### config.mk
export PLATFORM = sky130hd
export DESIGN_NAME = tx_client_arb
export DESIGN_NICKNAME = d
export VERILOG_FILES = /design/src/rtl/tx_client_arb.sv
export SDC_FILE = /design/constraint.sdc
export NUM_CORES = 1
export LEC_CHECK = 0
export ABC_AREA = 1
export BUFFER_PORTS_ARGS = -buffer_cell sky130_fd_sc_hd__buf_2
export CELL_PAD_IN_SITES_DETAIL_PLACEMENT = 0
export CELL_PAD_IN_SITES_GLOBAL_PLACEMENT = 1
export CORE_MARGIN = 1
export CORE_UTILIZATION = 28
export CTS_BUF_LIST = sky130_fd_sc_hd__clkbuf_4
export CTS_CLUSTER_DIAMETER = 30
export DETAILED_ROUTE_END_ITERATION = 8
export GPL_ROUTABILITY_DRIVEN = 0
export PLACE_DENSITY_LB_ADDON = 0.1
export SKIP_CTS_REPAIR_TIMING = 1
export SLEW_MARGIN = 20
export SYNTH_ARGS = -nofsm -noshare
export SYNTH_HDL_FRONTEND = slang
export SYNTH_SLANG_ARGS = --single-unit
### constraint.sdc
create_clock -name clk -period 1.3 [get_ports clk]
set_input_delay 0.325 -clock clk [delete_from_list [all_inputs] [get_ports clk]]
set_output_delay 0.325 -clock clk [all_outputs]
set_load 0.02 [all_outputs]
### src/rtl/tx_client_arb.sv
// tx_client_arb: round-robin arbiter sharing one Ethernet Tx engine between N clients.
// The grant is held from arbitration through the end of the packet and a short drain.
// While granted, ack, warn and data are steered combinationally between the engine and the winner.
// Optional watchdog: define TX_ARB_TIMEOUT_EN to time out grants stuck in REQ.
module tx_client_arb #(
    parameter int unsigned N              = 2,
    parameter int unsigned TIMEOUT_CYCLES = 4095
) (
    input  logic              clk,
    input  logic              rst,
    input  logic [N-1:0]      cli_req,
    input  logic [11*N-1:0]   cli_len,
    input  logic [8*N-1:0]    cli_data,
    output logic [N-1:0]      cli_ack,
    output logic [N-1:0]      cli_warn,
    output logic              mac_req,
    output logic [10:0]       mac_len,
    input  logic              mac_ack,
    input  logic              mac_warn,
    output logic [7:0]        mac_data,
    output logic [N-1:0]      grant,
    output logic              timeout_err
);

    localparam int unsigned LEN_W  = 11;
    localparam int unsigned BYTE_W = 8;
    localparam int unsigned IDX_W  = (N > 2) ? $clog2(N) : 1;
    localparam int unsigned WD_W   = 12;

    // Reject client counts and watchdog limits outside the supported range.
    if (N < 2 || N > 4 || TIMEOUT_CYCLES < 1 || TIMEOUT_CYCLES > 4095) begin : g_cfg_err
        $error("tx_client_arb: unsupported N or TIMEOUT_CYCLES");
    end

    typedef enum logic [1:0] {
        ST_IDLE  = 2'd0,
        ST_REQ   = 2'd1,
        ST_DRAIN = 2'd2
    } state_t;

    state_t             r_state;
    state_t             w_next;
    logic [N-1:0]       r_grant;
    logic [IDX_W-1:0]   r_last;
    logic [LEN_W-1:0]   r_mac_len;
    logic               r_drain_done;

    logic [N-1:0]       w_mask;
    logic [N-1:0]       w_cand;
    logic [N-1:0]       w_win_hot;
    logic [IDX_W-1:0]   w_win_idx;
    logic [IDX_W-1:0]   r_gidx;
    logic [LEN_W-1:0]   w_win_len;
    logic               w_found;
    logic               w_gnt_req;
    logic               w_timeout;

`ifdef TX_ARB_TIMEOUT_EN
    logic [WD_W-1:0]    r_wd_cnt;
    logic [N-1:0]       r_mask;
    logic               r_timeout_err;

    assign w_mask      = r_mask;
    assign w_timeout   = (r_state == ST_REQ) && w_gnt_req &&
                         (r_wd_cnt == WD_W'(TIMEOUT_CYCLES - 1));
    assign timeout_err = r_timeout_err;

    // Watchdog: count REQ cycles, flag a timeout and mask the stuck client until it drops req.
    always_ff @(posedge clk or posedge rst) begin
        if (rst) begin
            r_wd_cnt      <= '0;
            r_mask        <= '0;
            r_timeout_err <= 1'b0;
        end else begin
            r_wd_cnt <= (r_state == ST_REQ) ? r_wd_cnt + WD_W'(1) : '0;
            r_mask   <= (r_mask & cli_req) | (w_timeout ? r_grant : '0);
            if (w_timeout) begin
                r_timeout_err <= 1'b1;
            end
        end
    end
`else
    assign w_mask      = '0;
    assign w_timeout   = 1'b0;
    assign timeout_err = 1'b0;
`endif

    assign w_cand    = cli_req & ~w_mask;
    assign w_gnt_req = |(r_grant & cli_req);
    assign grant     = r_grant;
    assign mac_len   = r_mac_len;

    // Round-robin pick: first eligible client scanning upward from the one after the last winner.
    always_comb begin
        w_found   = 1'b0;
        w_win_hot = '0;
        w_win_idx = '0;
        w_win_len = '0;
        for (int unsigned off = 1; off <= N; off++) begin
            for (int unsigned k = 0; k < N; k++) begin
                if (!w_found && w_cand[k] && (((32'(r_last) + off) % N) == k)) begin
                    w_found      = 1'b1;
                    w_win_hot[k] = 1'b1;
                    w_win_idx    = IDX_W'(k);
                    w_win_len    = cli_len[LEN_W*k +: LEN_W];
                end
            end
        end
    end

    // FSM state register.
    always_ff @(posedge clk or posedge rst) begin
        if (rst) begin
            r_state <= ST_IDLE;
        end else begin
            r_state <= w_next;
        end
    end

    // FSM next state: arbitrate, follow the winner's request, then drain until the engine lets go.
    always_comb begin
        w_next = r_state;
        case (r_state)
            ST_IDLE: begin
                if (w_found) begin
                    w_next = ST_REQ;
                end
            end
            ST_REQ: begin
                if (!w_gnt_req || w_timeout) begin
                    w_next = ST_DRAIN;
                end
            end
            ST_DRAIN: begin
                if (r_drain_done && !mac_ack) begin
                    w_next = ST_IDLE;
                end
            end
            default: begin
                w_next = ST_IDLE;
            end
        endcase
    end

    // FSM outputs: request follows the winner in REQ; ack/warn/data are steered by the grant.
    always_comb begin
        mac_req  = 1'b0;
        mac_data = '0;
        cli_ack  = r_grant & {N{mac_ack}};
        cli_warn = r_grant & {N{mac_warn}};
        if (r_state == ST_REQ) begin
            mac_req = w_gnt_req;
        end
        for (int unsigned k = 0; k < N; k++) begin
            if (r_grant[k]) begin
                mac_data = cli_data[BYTE_W*k +: BYTE_W];
            end
        end
    end

    // Grant, latched length and round-robin pointer; pointer advances only when a grant retires.
    always_ff @(posedge clk or posedge rst) begin
        if (rst) begin
            r_grant      <= '0;
            r_gidx       <= '0;
            r_last       <= IDX_W'(N - 1);
            r_mac_len    <= '0;
            r_drain_done <= 1'b0;
        end else begin
            r_drain_done <= (r_state == ST_DRAIN);
            if (r_state == ST_IDLE && w_next == ST_REQ) begin
                r_grant   <= w_win_hot;
                r_gidx    <= w_win_idx;
                r_mac_len <= w_win_len;
            end else if (r_state == ST_DRAIN && w_next == ST_IDLE) begin
                r_grant <= '0;
                r_last  <= r_gidx;
            end
        end
    end

endmodule

==> results of run 1 <==
## power by group through the flow
stage	clock network [mW]	registers (mW)	logic (mW)
final	0.302	0.970	2.19
after global routing	0.349	1.00	2.41
after CTS	0.331	0.960	1.92
after detailed placement	0	0.969	1.92
after global placement	0	0.956	1.91
after floorplan	0	1.19	1.02
## critical path, cell delays in order (launching register included)
cell and delay [ps]:
dfrtp_2 440, inv_4 80, buf_12 110, nand3_1 70, nand2_1 80, buf_6 110
## final cells by class
| class | instances | area share |
|---|---|---|
| Tap cell | 48 | 0.0361 |
| Inverter | 18 | 0.0422 |
| Timing Repair Buffer | 77 | 0.303 |
| Sequential cell | 18 | 0.273 |
| Clock buffer | 4 | 0.0181 |
| Multi-Input combinational cell | 118 | 0.328 |
## cell usage in the layout (no fill, tap or decap), types with 2 or more instances in the layout
master / count
clkbuf_4: 4
inv_2: 4
nor2_4: 2
o21ai_0: 3
nand3_2: 3
nor2_1: 4
buf_2: 57
o21ai_1: 2
buf_4: 4
nand3_1: 33
dfrtp_1: 16
buf_6: 15
nand2_2: 6
nand2_1: 63
inv_1: 13
## cells by family (layout without fill, tap and decap cells)
kind of cell    Yosys count  after routing  synth area share
simple gates            111            111             0.439
flops                    18             18             0.422
buf+inv                  27             99             0.108
compound gates            6              6            0.0281
other cells               1              1           0.00351
## path summary, 6_finish.rpt
kind	from	endpoint	slack (ps)	depth (start not counted)
setup / recovery	grant[1]	mac_data[1]	-200	5
hold / removal	rst	r_state[1]	30	3
setup reg to reg	r_state[0]	mac_len[3]	160	7
hold reg to reg	mac_len[2]	mac_len[2]	490	2
max in group asynchronous	rst	r_last	1000	3
min in group clk	mac_ack	r_state[1]	340	3
## through the flow
step / area [µm²] / setup slack, ps
finish: 1660 / -202
global route: 1660 / -279
CTS: 1530 / -226
detailed placement: 1500 / -28.1
global placement: 1500 / 2.94
floorplan: 1070 / 30.1
## flip-flops by register name, summed over array words and instances (netlist names)
signal and count:
r_gidx 1, r_state 2, r_last 1, grant 2, r_drain_done 1, mac_len 11
## metal layers
layer / vias up / wire length (µm) / share of wire
met5: - / 0 / 0
met4: 0 / 17 / 0.0056
met3: 2 / 137 / 0.045
met2: 36 / 1560 / 0.51
met1: 559 / 1310 / 0.43
li1: 649 / - / -
==> flow_metrics.env, run 1 <==
export IMPL_ant_nets=0
export IMPL_synth_distinct_cells=14
export IMPL_die_w_um=63.8
export IMPL_io_buffer_count=69
export IMPL_period_share=1.16
export IMPL_ys_ff_latch=18
export IMPL_synth_async_reset_ratio=1.00
export IMPL_finalNetCount=280
export IMPL_combinationalPowerShare=0.632
export IMPL_yosysWarnings=0
export IMPL_status="finished with violations"
export IMPL_fillers=386
export IMPL_gr_total_overflow=0
export IMPL_crit_arrival_ps=1180
export IMPL_ys_flop_type="dfrtp_1"
export IMPL_path_class="reg2out"
export IMPL_syn_avg_cell_area_um2=6.56
export IMPL_rsz0062_at_grt="true"
export IMPL_grt_start_max_net_pins=19
export IMPL_setup_viol=15
export IMPL_power_leakage_nw=0.990
export IMPL_post_drt_wl_per_cell_um=10.7
export IMPL_ys_seq_area_frac=0.422
export IMPL_clockBufferDepth=2
export IMPL_antenna_found_initial=0
export IMPL_min_period_ps=1500
export IMPL_diodes=0
export IMPL_p_total_mw=3.46
export IMPL_timing_fmax_ghz=0.666
export IMPL_num_rows=22
export IMPL_clock_skew_ps=6.86
export IMPL_syn_nets=207
export IMPL_worst_setup_path_end_kind="output pin"
export IMPL_cap_violations=0
export IMPL_place_inst=279
export IMPL_netlist_instances=163
export IMPL_drc=0
export IMPL_hold_viol=0
export IMPL_internal_power_mw=1.85
export IMPL_cts_inserted_buffers=3
export IMPL_p_per_area_mw_per_mm2=2080
export IMPL_grt_util_met3=0.0179
export IMPL_grt_first_pass_wirelength_um=4800
export IMPL_synth_area_leader_cell="dfrtp_1"
export IMPL_die_area_mm2=0.00407
export IMPL_start_util=0.292
export IMPL_fp_dieH_um=63.8
export IMPL_pwr_share_clk=0.087
export IMPL_clkSlewWorstSetupHoldPaths_ps=100
export IMPL_slew_viol_final=0
export IMPL_drt_wl_total_um=3030
export IMPL_p_sw_mw=1.61
export IMPL_critical_path_required_ps=980
export IMPL_areaGrowthSynthToFinish_pct=55.3
export IMPL_tritoncts="yes"
export IMPL_drive_gt1_frac=0.426
export IMPL_synth_top_area_frac=0.398
export IMPL_drtIter0Drc=32
export IMPL_clockRootBuffer="clkbuf_4"
export IMPL_dp_hpwl_um=2310
export IMPL_synth_commonest_cells="69 x nand2_1, 36 x nand3_1, 17 x dfrtp_1, 16 x inv_1"
export IMPL_worst_slack_ps=-202
export IMPL_tns_ps=-2080
export IMPL_syn_area_mm2=0.00107
export IMPL_synth_most_common_cell="nand2_1"
export IMPL_regArea_um2=453
export IMPL_final_cells=283
export IMPL_hold_ws_ps=32.9
export IMPL_worst_ir_drop_vdd_mv=0.801
export IMPL_grt_use_total=0.151
export IMPL_min_path_type="in2async"
export IMPL_multi_input_area_um2=544
export IMPL_grt_pass1_vias=1110
export IMPL_htreeDepth=1
export IMPL_crit_fanout=8
export IMPL_first_pass_iters=4
export IMPL_yosys_top_cells_area="dfrtp_1 40%, nand2_1 24%, nand3_1 17%, inv_1 5.6%, dfstp_2 2.5%"
export IMPL_num_vias=1246
export IMPL_clock_latency_ps=290
export IMPL_fin_util=0.454
export IMPL_seq_power_share=0.280
export IMPL_met2_usage=0.247
export IMPL_busiest_layer="met2"
export IMPL_grt_met1_usage=0.200
export IMPL_coreArea_mm2=0.00366
export IMPL_startpoint_type="register"
export IMPL_clock_sinks=18
export IMPL_p_sw_frac=0.465
export IMPL_failed_checks="setup timing"
export IMPL_routed_via_density=4.40
export IMPL_synth_edf_count=0
export IMPL_ios=71
No activity file was read; power rests on OpenSTA's default activity.
==> inputs of run 2 (changes only) <==
- PLACE_DENSITY_LB_ADDON: 0.1 -> 0.25
==> run 2 against run 1 <==
The flow still finishes with violations (setup timing). Setup slack got worse by 55 ps. First-iteration DRC count increased by 50%. Largest power group unchanged. Cell count unchanged. Die area unchanged. Critical path type unchanged. Utilization decreased by 0.85 points. Clock-buffer cell count decreased by 1. Non-clock buffer count unchanged. Via count increased by 0.48%. Critical path depth decreased by 1.
==> flow_metrics.env, run 2 (same netlist as run 1, synthesis figures left out) <==
export IMPL_status="finished with violations"
export IMPL_failed_checks="setup timing"
export IMPL_p_total_mw=3.42
export IMPL_crit_fanout=6
export IMPL_p_sw_frac=0.478
export IMPL_clock_skew_ps=3.64
export IMPL_worst_slack_ps=-257
export IMPL_gr_total_overflow=0
export IMPL_critical_path_required_ps=980
export IMPL_combinationalPowerShare=0.629
export IMPL_drc=0
export IMPL_grt_first_pass_wirelength_um=4900
export IMPL_drive_gt1_frac=0.400
export IMPL_seq_power_share=0.285
export IMPL_grt_start_max_net_pins=19
export IMPL_fp_dieH_um=63.8
export IMPL_diodes=0
export IMPL_rrSetupSlack_ps=160
export IMPL_place_area_mm2=0.00150
export IMPL_cts_inserted_buffers=3
export IMPL_period_share=1.20
export IMPL_areaGrowthSynthToFinish_pct=52.4
export IMPL_num_rows=22
export IMPL_start_util=0.292
export IMPL_clockBufferDepth=2
export IMPL_final_common_cell="nand2_1"
export IMPL_grt_util_met3=0.0393
export IMPL_cap_violations=0
export IMPL_pwr_share_clk=0.087
export IMPL_finalNetCount=280
export IMPL_rr_endpoint="mac_len[3]"
export IMPL_crit_path_end="mac_data[6]"
export IMPL_worstRegToRegCells=7
export IMPL_setup_viol=15
export IMPL_r2r_start="r_state[0]"
export IMPL_min_period_ps=1560
export IMPL_clkSlewWorstSetupHoldPaths_ps=110
export IMPL_grt_pass1_vias=1126
export IMPL_coreArea_mm2=0.00366
export IMPL_grt_met1_usage=0.186
export IMPL_post_drt_wl_per_cell_um=10.9
export IMPL_dp_hpwl_um=2160
export IMPL_hold_viol=0
export IMPL_startpoint_type="register"
export IMPL_htreeDepth=1
export IMPL_first_pass_iters=4
export IMPL_die_w_um=63.8
export IMPL_slew_viol_final=0
export IMPL_antenna_found_initial=0
export IMPL_busiest_layer="met2"
export IMPL_clock_latency_ps=300
export IMPL_finalInstanceArea_mm2=0.00163
export IMPL_path_class="reg2out"
export IMPL_internal_power_mw=1.78
export IMPL_clockRootBuffer="clkbuf_4"
export IMPL_num_vias=1252
export IMPL_final_cells=283
export IMPL_die_area_mm2=0.00407
export IMPL_clock_sinks=18
export IMPL_timing_fmax_ghz=0.642
export IMPL_setup_worst_path_start="grant[0]"
export IMPL_io_buffer_count=69
export IMPL_worst_ir_drop_vdd_mv=0.893
export IMPL_p_per_area_mw_per_mm2=2100
export IMPL_ant_nets=0
export IMPL_worst_setup_path_end_kind="output pin"
export IMPL_drtIter0Drc=48
export IMPL_power_leakage_nw=0.985
export IMPL_final_cell_mix="65 x nand2_1, 59 x buf_2, 34 x nand3_1"
export IMPL_min_path_type="in2async"
export IMPL_grt_use_total=0.155
export IMPL_drt_wl_total_um=3090
export IMPL_tritoncts="yes"
export IMPL_largest_reg_flops=11
export IMPL_tns_ps=-2750
export IMPL_crit_arrival_ps=1230
export IMPL_place_inst=278
export IMPL_met2_usage=0.258
export IMPL_p_sw_mw=1.63
export IMPL_rsz0062_at_grt="true"
export IMPL_ios=71
export IMPL_routed_via_density=4.42
==> run 2: cell types whose count changed in the layout (fill, tap and decap cells not counted), moves of 2 or more <==
| cell | delta |
|---|---|
| inv_2 | -2 |
| nand2_2 | -2 |
| buf_6 | -4 |
| nand2_1 | +2 |
| inv_1 | +2 |
| buf_2 | +2 |
==> run 2: stage by stage <==
stage / utilization / worst slack (ps) / hold WS (ps)
3_5_place_dp: 0.409 / -37.1 / 361
3_3_place_gp: 0.409 / -7.15 / 353
5_1_grt: 0.445 / -316 / 21.3
4_1_cts: 0.416 / -256 / 27.9
2_1_floorplan: - / 30.1 / 263
6_report: 0.445 / -257 / 13.5
==> run 2: cell type report <==
type,count,area (µm²)
clock inverter,1,3.75
multi-input combinational,118,537
inverter,18,70.1
timing repair buffer,77,484
tap,48,60.1
sequential,18,453
fill,385,2030
clock buffer,3,22.5
==> run 2: power groups by stage <==
stage / Combinational (mW) / Clock [mW] / Sequential, mW
2_1_floorplan: 1.02 / 0 / 1.19
3_3_place_gp: 1.90 / 0 / 0.964
3_5_place_dp: 1.91 / 0 / 0.961
4_1_cts: 1.91 / 0.302 / 0.959
5_1_grt: 2.38 / 0.327 / 1.01
6_report: 2.15 / 0.296 / 0.972
==> run 2: worst min-delay path by stage <==
stage | startpoint | end | slack, ps | cells after the start
finish | rst | mac_len[7] | 10 | 3
global route | rst | mac_len[7] | 20 | 3
CTS | rst | mac_len[7] | 30 | 3
detailed placement | rst | mac_len[7] | 360 | 3
global placement | rst | mac_len[7] | 350 | 3
floorplan | rst | grant[0] | 260 | 1
==> run 2: per-layer routing <==
metal	up-vias	wire, µm
met5	-	0
met4	0	49
met3	5	249
met2	57	1400
met1	541	1400
li1	649	-
==> run 2: worst max-delay path, stage by stage (launching register included) <==
cell,delay (ps)
dfrtp_1,430
clkbuf_4,190
nand3_1,100
nand2_1,80
buf_6,130
